## config.mk

```make
export PLATFORM = sky130hd
export DESIGN_NAME = apb_spi_flash_xip
export DESIGN_NICKNAME = d
export VERILOG_FILES = /design/src/rtl/apb_spi_flash_xip.sv
export SDC_FILE = /design/constraint.sdc
export NUM_CORES = 1
export LEC_CHECK = 0
export ABC_CLOCK_PERIOD_IN_PS = 3400
export BUFFER_PORTS_ARGS = -buffer_cell sky130_fd_sc_hd__buf_2
export CAP_MARGIN = 30
export CORE_AREA = 2 2 147 120
export DETAILED_ROUTE_END_ITERATION = 16
export DIE_AREA = 0 0 149 122
export GPL_ROUTABILITY_DRIVEN = 0
export PLACE_DENSITY = 0.66
export SLEW_MARGIN = 5
export SYNTH_ARGS = -nofsm -noshare
export SYNTH_HDL_FRONTEND = slang
export SYNTH_SLANG_ARGS = --single-unit
```

## constraint.sdc

```tcl
create_clock -name clk -period 3.4 [get_ports clk]
set_clock_uncertainty 0.15 [all_clocks]
set_input_delay 0.68 -clock clk [delete_from_list [all_inputs] [get_ports clk]]
set_output_delay 0.68 -clock clk [all_outputs]
set_load 0.005 [all_outputs]
```

## src/rtl/apb_spi_flash_xip.sv

```systemverilog
`timescale 1ns/1ps
// APB3 slave mapping a SPI NOR flash window for execute-in-place word reads.
// Owns a mode-0 SPI shift engine and a one-word read buffer.
module apb_spi_flash_xip #(
    parameter logic [31:0] FLASH_BASE   = 32'h3000_0000,
    parameter int          ADDR_BITS    = 24,
    parameter int          CS_NUM       = 2,
    parameter int          CS_SEL       = 0,
    parameter int          CLK_DIV      = 2,
    parameter int          DUMMY_CYCLES = 0
) (
    input  logic              clk,
    input  logic              resetn,
    input  logic [31:0]       paddr,
    input  logic              psel,
    input  logic              penable,
    input  logic              pwrite,
    input  logic [31:0]       pwdata,
    input  logic [3:0]        pstrb,
    input  logic [2:0]        pprot,
    output logic              pready,
    output logic [31:0]       prdata,
    output logic              pslverr,
    output logic              spi_sck,
    output logic [CS_NUM-1:0] spi_cs,
    output logic              spi_mosi,
    input  logic              spi_miso,
    output logic              busy
);

    localparam int NBITS = 8 + ADDR_BITS + DUMMY_CYCLES + 32;
    localparam int TX_W  = 8 + ADDR_BITS;
    localparam int TAG_W = ADDR_BITS - 2;
    localparam int DIV_W = (CLK_DIV > 2) ? $clog2(CLK_DIV) : 1;
    localparam int BIT_W = $clog2(NBITS);

    localparam logic [7:0]       CMD_C       = (DUMMY_CYCLES == 0) ? 8'h03 : 8'h0B;
    localparam logic [DIV_W-1:0] HALF_C      = DIV_W'(CLK_DIV / 2);
    localparam logic [DIV_W-1:0] HALF_LAST_C = DIV_W'(CLK_DIV / 2 - 1);
    localparam logic [DIV_W-1:0] DIV_LAST_C  = DIV_W'(CLK_DIV - 1);
    localparam logic [BIT_W-1:0] BIT_LAST_C  = BIT_W'(NBITS - 1);
    localparam logic [BIT_W-1:0] RX_FIRST_C  = BIT_W'(NBITS - 32);

    typedef enum logic [2:0] {
        ST_IDLE,
        ST_CS_SETUP,
        ST_SHIFT,
        ST_CS_HOLD,
        ST_RESP
    } state_t;

    function automatic logic [31:0] byte_swap(input logic [31:0] w);
        return {w[7:0], w[15:8], w[23:16], w[31:24]};
    endfunction

    state_t            state_q, state_d;
    logic [DIV_W-1:0]  div_q, div_d;
    logic [BIT_W-1:0]  bit_q, bit_d;
    logic [TX_W-1:0]   tx_q, tx_d;
    logic [31:0]       rx_q, rx_d;
    logic [TAG_W-1:0]  addr_q, addr_d;
    logic [TAG_W-1:0]  tag_q, tag_d;
    logic [31:0]       buf_q, buf_d;
    logic              valid_q, valid_d;

    logic              err_d;
    logic [31:0]       rdata_d;
    logic              sck_d, mosi_d;
    logic [CS_NUM-1:0] cs_d;

    logic              pready_q, pslverr_q, sck_q, mosi_q, busy_q;
    logic [31:0]       prdata_q;
    logic [CS_NUM-1:0] cs_q;

    logic [31:0]       offset_s;
    logic              in_range_s;
    logic              unused_s;

    assign offset_s   = paddr - FLASH_BASE;
    assign in_range_s = (paddr >= FLASH_BASE) && ((offset_s >> ADDR_BITS) == 32'h0);
    assign unused_s   = ^{pwdata, pstrb, pprot};

    // Next-state logic; the decode of a new access is resolved in the accepting
    // cycle so hits and errors answer on the very next cycle.
    always_comb begin
        state_d = state_q;
        div_d   = div_q;
        bit_d   = bit_q;
        tx_d    = tx_q;
        rx_d    = rx_q;
        addr_d  = addr_q;
        tag_d   = tag_q;
        buf_d   = buf_q;
        valid_d = valid_q;
        err_d   = 1'b0;
        rdata_d = 32'h0;
        case (state_q)
            ST_IDLE: begin
                if (psel && penable) begin
                    if (pwrite || !in_range_s) begin
                        state_d = ST_RESP;
                        err_d   = 1'b1;
                    end else if (valid_q && (tag_q == paddr[ADDR_BITS-1:2])) begin
                        state_d = ST_RESP;
                        rdata_d = buf_q;
                    end else begin
                        state_d = ST_CS_SETUP;
                        addr_d  = paddr[ADDR_BITS-1:2];
                        div_d   = {DIV_W{1'b0}};
                        tx_d    = {CMD_C, paddr[ADDR_BITS-1:2], 2'b00};
                    end
                end else begin
                    state_d = ST_IDLE;
                end
            end
            ST_CS_SETUP: begin
                if (div_q == HALF_LAST_C) begin
                    state_d = ST_SHIFT;
                    div_d   = {DIV_W{1'b0}};
                    bit_d   = {BIT_W{1'b0}};
                end else begin
                    div_d = div_q + DIV_W'(1);
                end
            end
            ST_SHIFT: begin
                // miso is captured in the cycle where SCK is first high
                if ((div_q == HALF_C) && (bit_q >= RX_FIRST_C)) begin
                    rx_d = {rx_q[30:0], spi_miso};
                end else begin
                    rx_d = rx_q;
                end
                if (div_q == DIV_LAST_C) begin
                    div_d = {DIV_W{1'b0}};
                    if (bit_q == BIT_LAST_C) begin
                        state_d = ST_CS_HOLD;
                    end else begin
                        bit_d = bit_q + BIT_W'(1);
                        tx_d  = {tx_q[TX_W-2:0], 1'b1};
                    end
                end else begin
                    div_d = div_q + DIV_W'(1);
                end
            end
            ST_CS_HOLD: begin
                if (div_q == HALF_LAST_C) begin
                    state_d = ST_RESP;
                    rdata_d = byte_swap(rx_q);
                    buf_d   = byte_swap(rx_q);
                    tag_d   = addr_q;
                    valid_d = 1'b1;
                end else begin
                    div_d = div_q + DIV_W'(1);
                end
            end
            ST_RESP: begin
                state_d = ST_IDLE;
            end
            default: begin
                state_d = ST_IDLE;
            end
        endcase
    end

    // SPI pin values derived from the upcoming state so the pins are registered.
    always_comb begin
        cs_d   = {CS_NUM{1'b1}};
        sck_d  = 1'b0;
        mosi_d = 1'b1;
        if ((state_d == ST_CS_SETUP) || (state_d == ST_SHIFT) || (state_d == ST_CS_HOLD)) begin
            cs_d[CS_SEL] = 1'b0;
        end else begin
            cs_d[CS_SEL] = 1'b1;
        end
        if (state_d == ST_SHIFT) begin
            sck_d = (div_d >= HALF_C);
        end else begin
            sck_d = 1'b0;
        end
        if ((state_d == ST_CS_SETUP) || (state_d == ST_SHIFT)) begin
            mosi_d = tx_d[TX_W-1];
        end else begin
            mosi_d = 1'b1;
        end
    end

    // FSM, shift engine and read buffer state.
    always_ff @(posedge clk or negedge resetn) begin
        if (!resetn) begin
            state_q <= ST_IDLE;
            div_q   <= {DIV_W{1'b0}};
            bit_q   <= {BIT_W{1'b0}};
            tx_q    <= {TX_W{1'b0}};
            rx_q    <= 32'h0;
            addr_q  <= {TAG_W{1'b0}};
            tag_q   <= {TAG_W{1'b0}};
            buf_q   <= 32'h0;
            valid_q <= 1'b0;
        end else begin
            state_q <= state_d;
            div_q   <= div_d;
            bit_q   <= bit_d;
            tx_q    <= tx_d;
            rx_q    <= rx_d;
            addr_q  <= addr_d;
            tag_q   <= tag_d;
            buf_q   <= buf_d;
            valid_q <= valid_d;
        end
    end

    // Registered bus and SPI outputs; response fields are zero outside RESP.
    always_ff @(posedge clk or negedge resetn) begin
        if (!resetn) begin
            pready_q  <= 1'b0;
            pslverr_q <= 1'b0;
            prdata_q  <= 32'h0;
            sck_q     <= 1'b0;
            cs_q      <= {CS_NUM{1'b1}};
            mosi_q    <= 1'b1;
            busy_q    <= 1'b0;
        end else begin
            pready_q  <= (state_d == ST_RESP);
            pslverr_q <= err_d;
            prdata_q  <= rdata_d;
            sck_q     <= sck_d;
            cs_q      <= cs_d;
            mosi_q    <= mosi_d;
            busy_q    <= (state_d != ST_IDLE);
        end
    end

    // A master that abandoned the transfer never sees the late ready.
    assign pready   = pready_q & psel;
    assign pslverr  = pslverr_q;
    assign prdata   = prdata_q;
    assign spi_sck  = sck_q;
    assign spi_cs   = cs_q;
    assign spi_mosi = mosi_q;
    assign busy     = busy_q;

endmodule

```

Word-level counts from Yosys, hierarchy flattened
Index checks and enable logic that the tools add are counted.
{ "totals": {"regBits": 189, "in_bits": 77, "output_inout_bits": 39, "elab_cells": 96} }
{ "classes": {"n_addsub": 3, "order_cmp": 3, "eq_ne": 15, "muxes": 35, "bitwise_logic": 4, "n_reduce_logical": 19} }
{ "op_table": {"columns": ["op", "n"], "rows": [
  ["$mux 32", 9],
  ["$pmux 32 s2", 2],
  ["$ge 32x30->1 const B", 1],
  ["$logic_not 32->1", 1],
  ["$sub 32x30->32 const B", 1],
  ["$eq 22x22->1", 1],
  ["$mux 3", 7],
  ["$mux 6", 3],
  ["$eq 3x2->1 const B", 4],
  ["$ne 2x2->1 const B", 6],
  ["$pmux 3 s4", 1],
  ["$pmux 6 s2", 1],
  ["$mux 1", 11],
  ["$reduce_and 4->1", 2],
  ["$add 6x1->6 const B", 1],
  ["$eq 3x1->1 const B", 2],
  ["$eq 6x6->1 const B", 1],
  ["$ge 6x6->1 const B", 1],
  ["$reduce_and 6->1", 1],
  ["$logic_and 1x1->1", 4],
  ["$reduce_and 2->1", 2],
  ["$reduce_bool 2->1", 2],
  ["$eq 3x3->1 const B", 1],
  ["$logic_not 3->1", 1],
  ["9 further kinds", 13]
]} }

Logic depth before layout (Yosys ltp)
{ "logic_depth": {"depth_word": 12, "mapped_depth": 8, "mapped_depth_nobuf": 6} }

Least setup slack after synthesis
No wires, ideal clock.
{ "synth_path": {"path_type": "in2reg", "startpoint": "input port paddr[25]", "endpoint": "register addr_q[18]", "arrival_time_ns": 2.168, "path_slack_ns": 0.957, "path_stages": 7, "cell_sequence": "nor4b_1 > nand4_1 > nor2_4 > o21a_2 > buf_6 > buf_6 > mux2_2"} }
{ "synth_via": {"elab_chain_cells": 7, "elab_cells_between_ends": 8, "cone_classes": "add/sub: 1; order compare: 1; bitwise: 1; reduce/logical: 5"} }
{ "synth_rtl": {"columns": ["element", "line_no", "source"], "rows": [
  ["start, declared", "14", "input logic [31:0] paddr,"],
  ["$sub 32x30->32", "79", "assign offset_s = paddr - FLASH_BASE;"],
  ["$logic_not 32->1", "80", "assign in_range_s = (paddr >= FLASH_BASE) && ((offset_s >> ADDR_BITS) == 32'h0);"],
  ["$logic_and 1x1->1 *", "80", null],
  ["$logic_not 1->1 *", "100", "if (pwrite || !in_range_s) begin"],
  ["$logic_or 1x1->1 *", "100", null],
  ["$not 1->1 (no source line) *", null, null],
  ["$reduce_and 4->1 (no source line) *", null, null],
  ["end signal, assigned", "194", "addr_q <= {TAG_W{1'b0}};"],
  ["end signal, assigned", "204", "addr_q <= addr_d;"],
  ["end, declared", "61", "logic [TAG_W-1:0] addr_q, addr_d;"]
]} }
Every way passes the cells marked *; elsewhere a longest branch is shown, timed or not.
A chain may end at the register's enable or synchronous reset.

Final worst setup path
{ "layout_path": {"startpoint": "register state_q[2]", "endpoint": "register addr_q[6]"} }
{ "layout_via": {"elab_chain_cells": 2} }
{ "layout_rtl": {"columns": ["element", "line_no", "source"], "rows": [
  ["start, declared", "56", "state_t state_q, state_d;"],
  ["start signal, assigned", "199", "state_q <= state_d;"],
  ["$logic_not 3->1", "97", "case (state_q)"],
  ["$reduce_and 4->1 (no source line)", null, null]
]} }
No other way between the ends.

==> results by group <==
Power
  • Pwr Density: 522 mW/mm^2
  • P_leak: 4.44 nW
  • VDD IR max: 0.000291 V
  • P_sw: 0.994 mW
  • Switching Fraction: 21.7%
  • Clock power frac: 44.8%
  • Sequential fraction of design power: 51.2%
  • Gate power share: 4.0%
  • Int Pwr: 3.59 mW

Timing
  • Unrepaired setup endpoints after global routing: false
  • Final setup TNS: 0 ps
  • Post-layout min period: 2500 ps
  • Worst slew margin: 55.9%
  • Final Cycle Share: 73.7%
  • Count of final max-slew check failures: 0
  • WHS: 134 ps
  • Fmax: 399 MHz
  • Final worst slack: 895 ps
  • Final hold violation count: 0
  • Final setup fails: 0
  • Worst-Margin Slew: 661 ps

Yosys
  • Ys async rst share: 100%
  • Share of the synthesized area in the top cell type: 61.9%
  • Synth Area in Adders: 0.331%
  • Synth Area per Inst: 14.5 sq um
  • Number of flops mapped to enable cells by yosys: 0
  • Synthesized flop and latch total: 189
  • Synthesized area: 0.00756 sq mm
  • Compound-Gate Fraction of Synth Area: 9.03%
  • Largest area contributor in the netlist: dfrtp_1
  • Largest family of logic cells by synthesized area: multiplexers
  • Count of unique library cells instantiated by Yosys: 46
  • Simple-Gate Fraction of Synth Area: 6.29%
  • Main area contributors after synthesis: dfrtp_1, mux2_2, a22o_1, a221o_1, and2_1
  • Top_reg_cell synth: dfrtp_1
  • Yosys Warn Count: 0
  • Post-synthesis sequential area ratio: 62.6%
  • Mux cell area share after synthesis: 16.2%
  • Xor/xnor share of the synthesized area: 3.13%
  • Synth Instances: 522
  • Net Count, Synth: 601

Layout
  • Post-route cell area: 0.00878 sq mm
  • Non-Filler Instances: 831
  • Layout cells sized above 1: 38.0%
  • Diodes inserted: 0
  • Number of fillers in the final layout: 1,445
  • Layout area overhead: 16.1%
  • Final #Nets: 672

Placed design
  • IO Port Bufs: 73
  • Placed cell count: 799
  • Post-DP HPWL: 8410 um
  • Placed instance area: 0.00816 sq mm
  • Dpl ws: 487 ps

Global route
  • Gr usage total: 15.9%
  • Vias in the first global route: 4,454
  • First-pass GRT wire length: 22,700 um
  • GR Overflow Total: 0
  • Largest net degree at the start of global routing: 76
  • Antenna violations before repair: 0

Routing
  • Antenna viol nets, final: 0
  • Routed WL: 13,300 um
  • Vias: 4,337
  • DRC: 0
  • DR WL/cell: 15.9 um
  • Initial drt markers: 251
  • Vias per inst: 5.22
  • DR pass1 iterations: 4

Worst setup path
  • Crit path capture type: register
  • Worst endpoint required time: 3550 ps
  • Crit path DAT: 2650 ps
  • CP max FO: 47
  • CP Launch Type: register
  • WS Path Type: register to register

Clock tree
  • H-tree levels: 4
  • Clock-pin slew on the worst setup and hold paths: 70 ps
  • Clk buf depth: 2
  • Clk sink count: 189
  • Setup Fix Bufs, Post-CTS: 0
  • TritonCTS Buffers: 17
  • CTS tree: yes
  • Post-CTS Resized: 0
  • CTS Root Cell: clkbuf_16
  • Clock latency on the worst-skew pair: 420 ps
  • CTS Hold Buffers Added: 0

Die
  • Core ar.: 0.0169 sq mm
  • Initial Util: 44.8%
  • Chip width: 149 um
  • Die area: 0.0182 sq mm
  • Die height: 122 um
  • I/O pin cnt: 116
  • Rows: 43

Flow run
  • MaxCap Viol Count: 0

Run status
  • Status: finished, final reports clean

Min path
  • Hold crit path type: primary input to async pin
[registers in the layout, indices dropped and copies added, names as in the netlist]
signal / count
tag_q: 22
spi_cs: 1
prdata: 32
buf_q: 32
rx_q: 32
div_q: 1
addr_q: 22
tx_q: 32
spi_mosi: 1
spi_sck: 1
valid_q: 1
busy: 1
state_q: 3
bit_q: 6
pready_q: 1
pslverr: 1
[critical path, cell delays in order, from the launching register on]
cell and delay, ps:
dfrtp_1 520, or4_4 660, nor2_4 230, o21a_2 200
buf_12 240, mux2_2 380
[area by class of cell]
class	count	area [sq um]	share of cell area (%)
well taps	225	282	3.21
repair buffers	84	479	5.46
multi-input cells	299	2660	30.3
inverters	2	7.51	0.0855
flip-flops and latches	189	4730	53.9
clock inverters	11	155	1.77
clock buffers	21	460	5.25
[cells in the mapped netlist, types with 4 or more instances]
library cell	number
nor2_1	15
xnor2_1	13
nor3_1	5
a22o_1	38
a221o_1	24
dfrtp_1	187
xor2_1	14
nand2_1	11
a21oi_1	6
mux2_2	106
clkbuf_1	10
buf_2	13
nand4_1	7
buf_6	4
and2_1	23
[per-stage QoR]
step / total power, mW / utilization (%)
2_1_floorplan: 2.47 / -
3_3_place_gp: 2.56 / 48.3
3_5_place_dp: 2.57 / 48.3
4_1_cts: 4.64 / 52.0
5_1_grt: 4.78 / 52.0
6_report: 4.58 / 52.0
[per-layer routing]
layer,GRT usage (%),vias up,part of all wire [%],routed length (um)
li1,-,2029,-,-
met1,22.6,2225,49,6470
met2,24.4,78,46,6100
met3,4.38,5,4.4,587
met4,3.99,0,0.69,92
met5,0,-,0,0
[path summary, 6_finish.rpt]
| check | endpoint | cells after the start | startpoint | slack, ps |
|---|---|---|---|---|
| worst max-delay path | addr_q[6] | 5 | state_q[2] | 900 |
| min in group clk | prdata[17] | 1 | buf_q[17] | 340 |
| worst max register to register | addr_q[6] | 5 | state_q[2] | 900 |
| worst min register to register | prdata[17] | 1 | buf_q[17] | 340 |
| max in group asynchronous | prdata[4] | 2 | resetn | 2080 |
| worst min-delay path | tag_q[8] | 1 | resetn | 130 |
[layout by cell type (no fill, tap or decap), types with 3 or more instances in the layout]
cell type    n
dfrtp_1    187
mux2_2     106
buf_2       72
a22o_1      38
a221o_1     24
and2_1      23
clkbuf_16   17
nor2_1      15
xor2_1      14
xnor2_1     13
nand2_1     11
buf_4        9
nand4_1      7
a21oi_1      6
nor3_1       4
inv_6        4
nor4_1       3
nand2b_1     3
bufinv_16    3
[power groups by stage]
stage / Clock, mW / Sequential, mW / Combinational [mW]
floorplan: 0 / 2.36 / 0.101
global placement: 0 / 2.38 / 0.176
detailed placement: 0 / 2.39 / 0.186
CTS: 2.10 / 2.35 / 0.188
global route: 2.21 / 2.36 / 0.209
finish: 2.05 / 2.35 / 0.182
[logic make-up after synthesis]
kind of cell | count (synthesis)
AO/OA/AOI/OAI | 79
XOR/XNOR | 27
adder cells (fa/ha/maj) | 2
buffers and inverters | 34
flip-flops | 189
multiplexers | 109
other | 1
AND/OR/NAND/NOR | 81
Power figures use the tool's default switching activity.
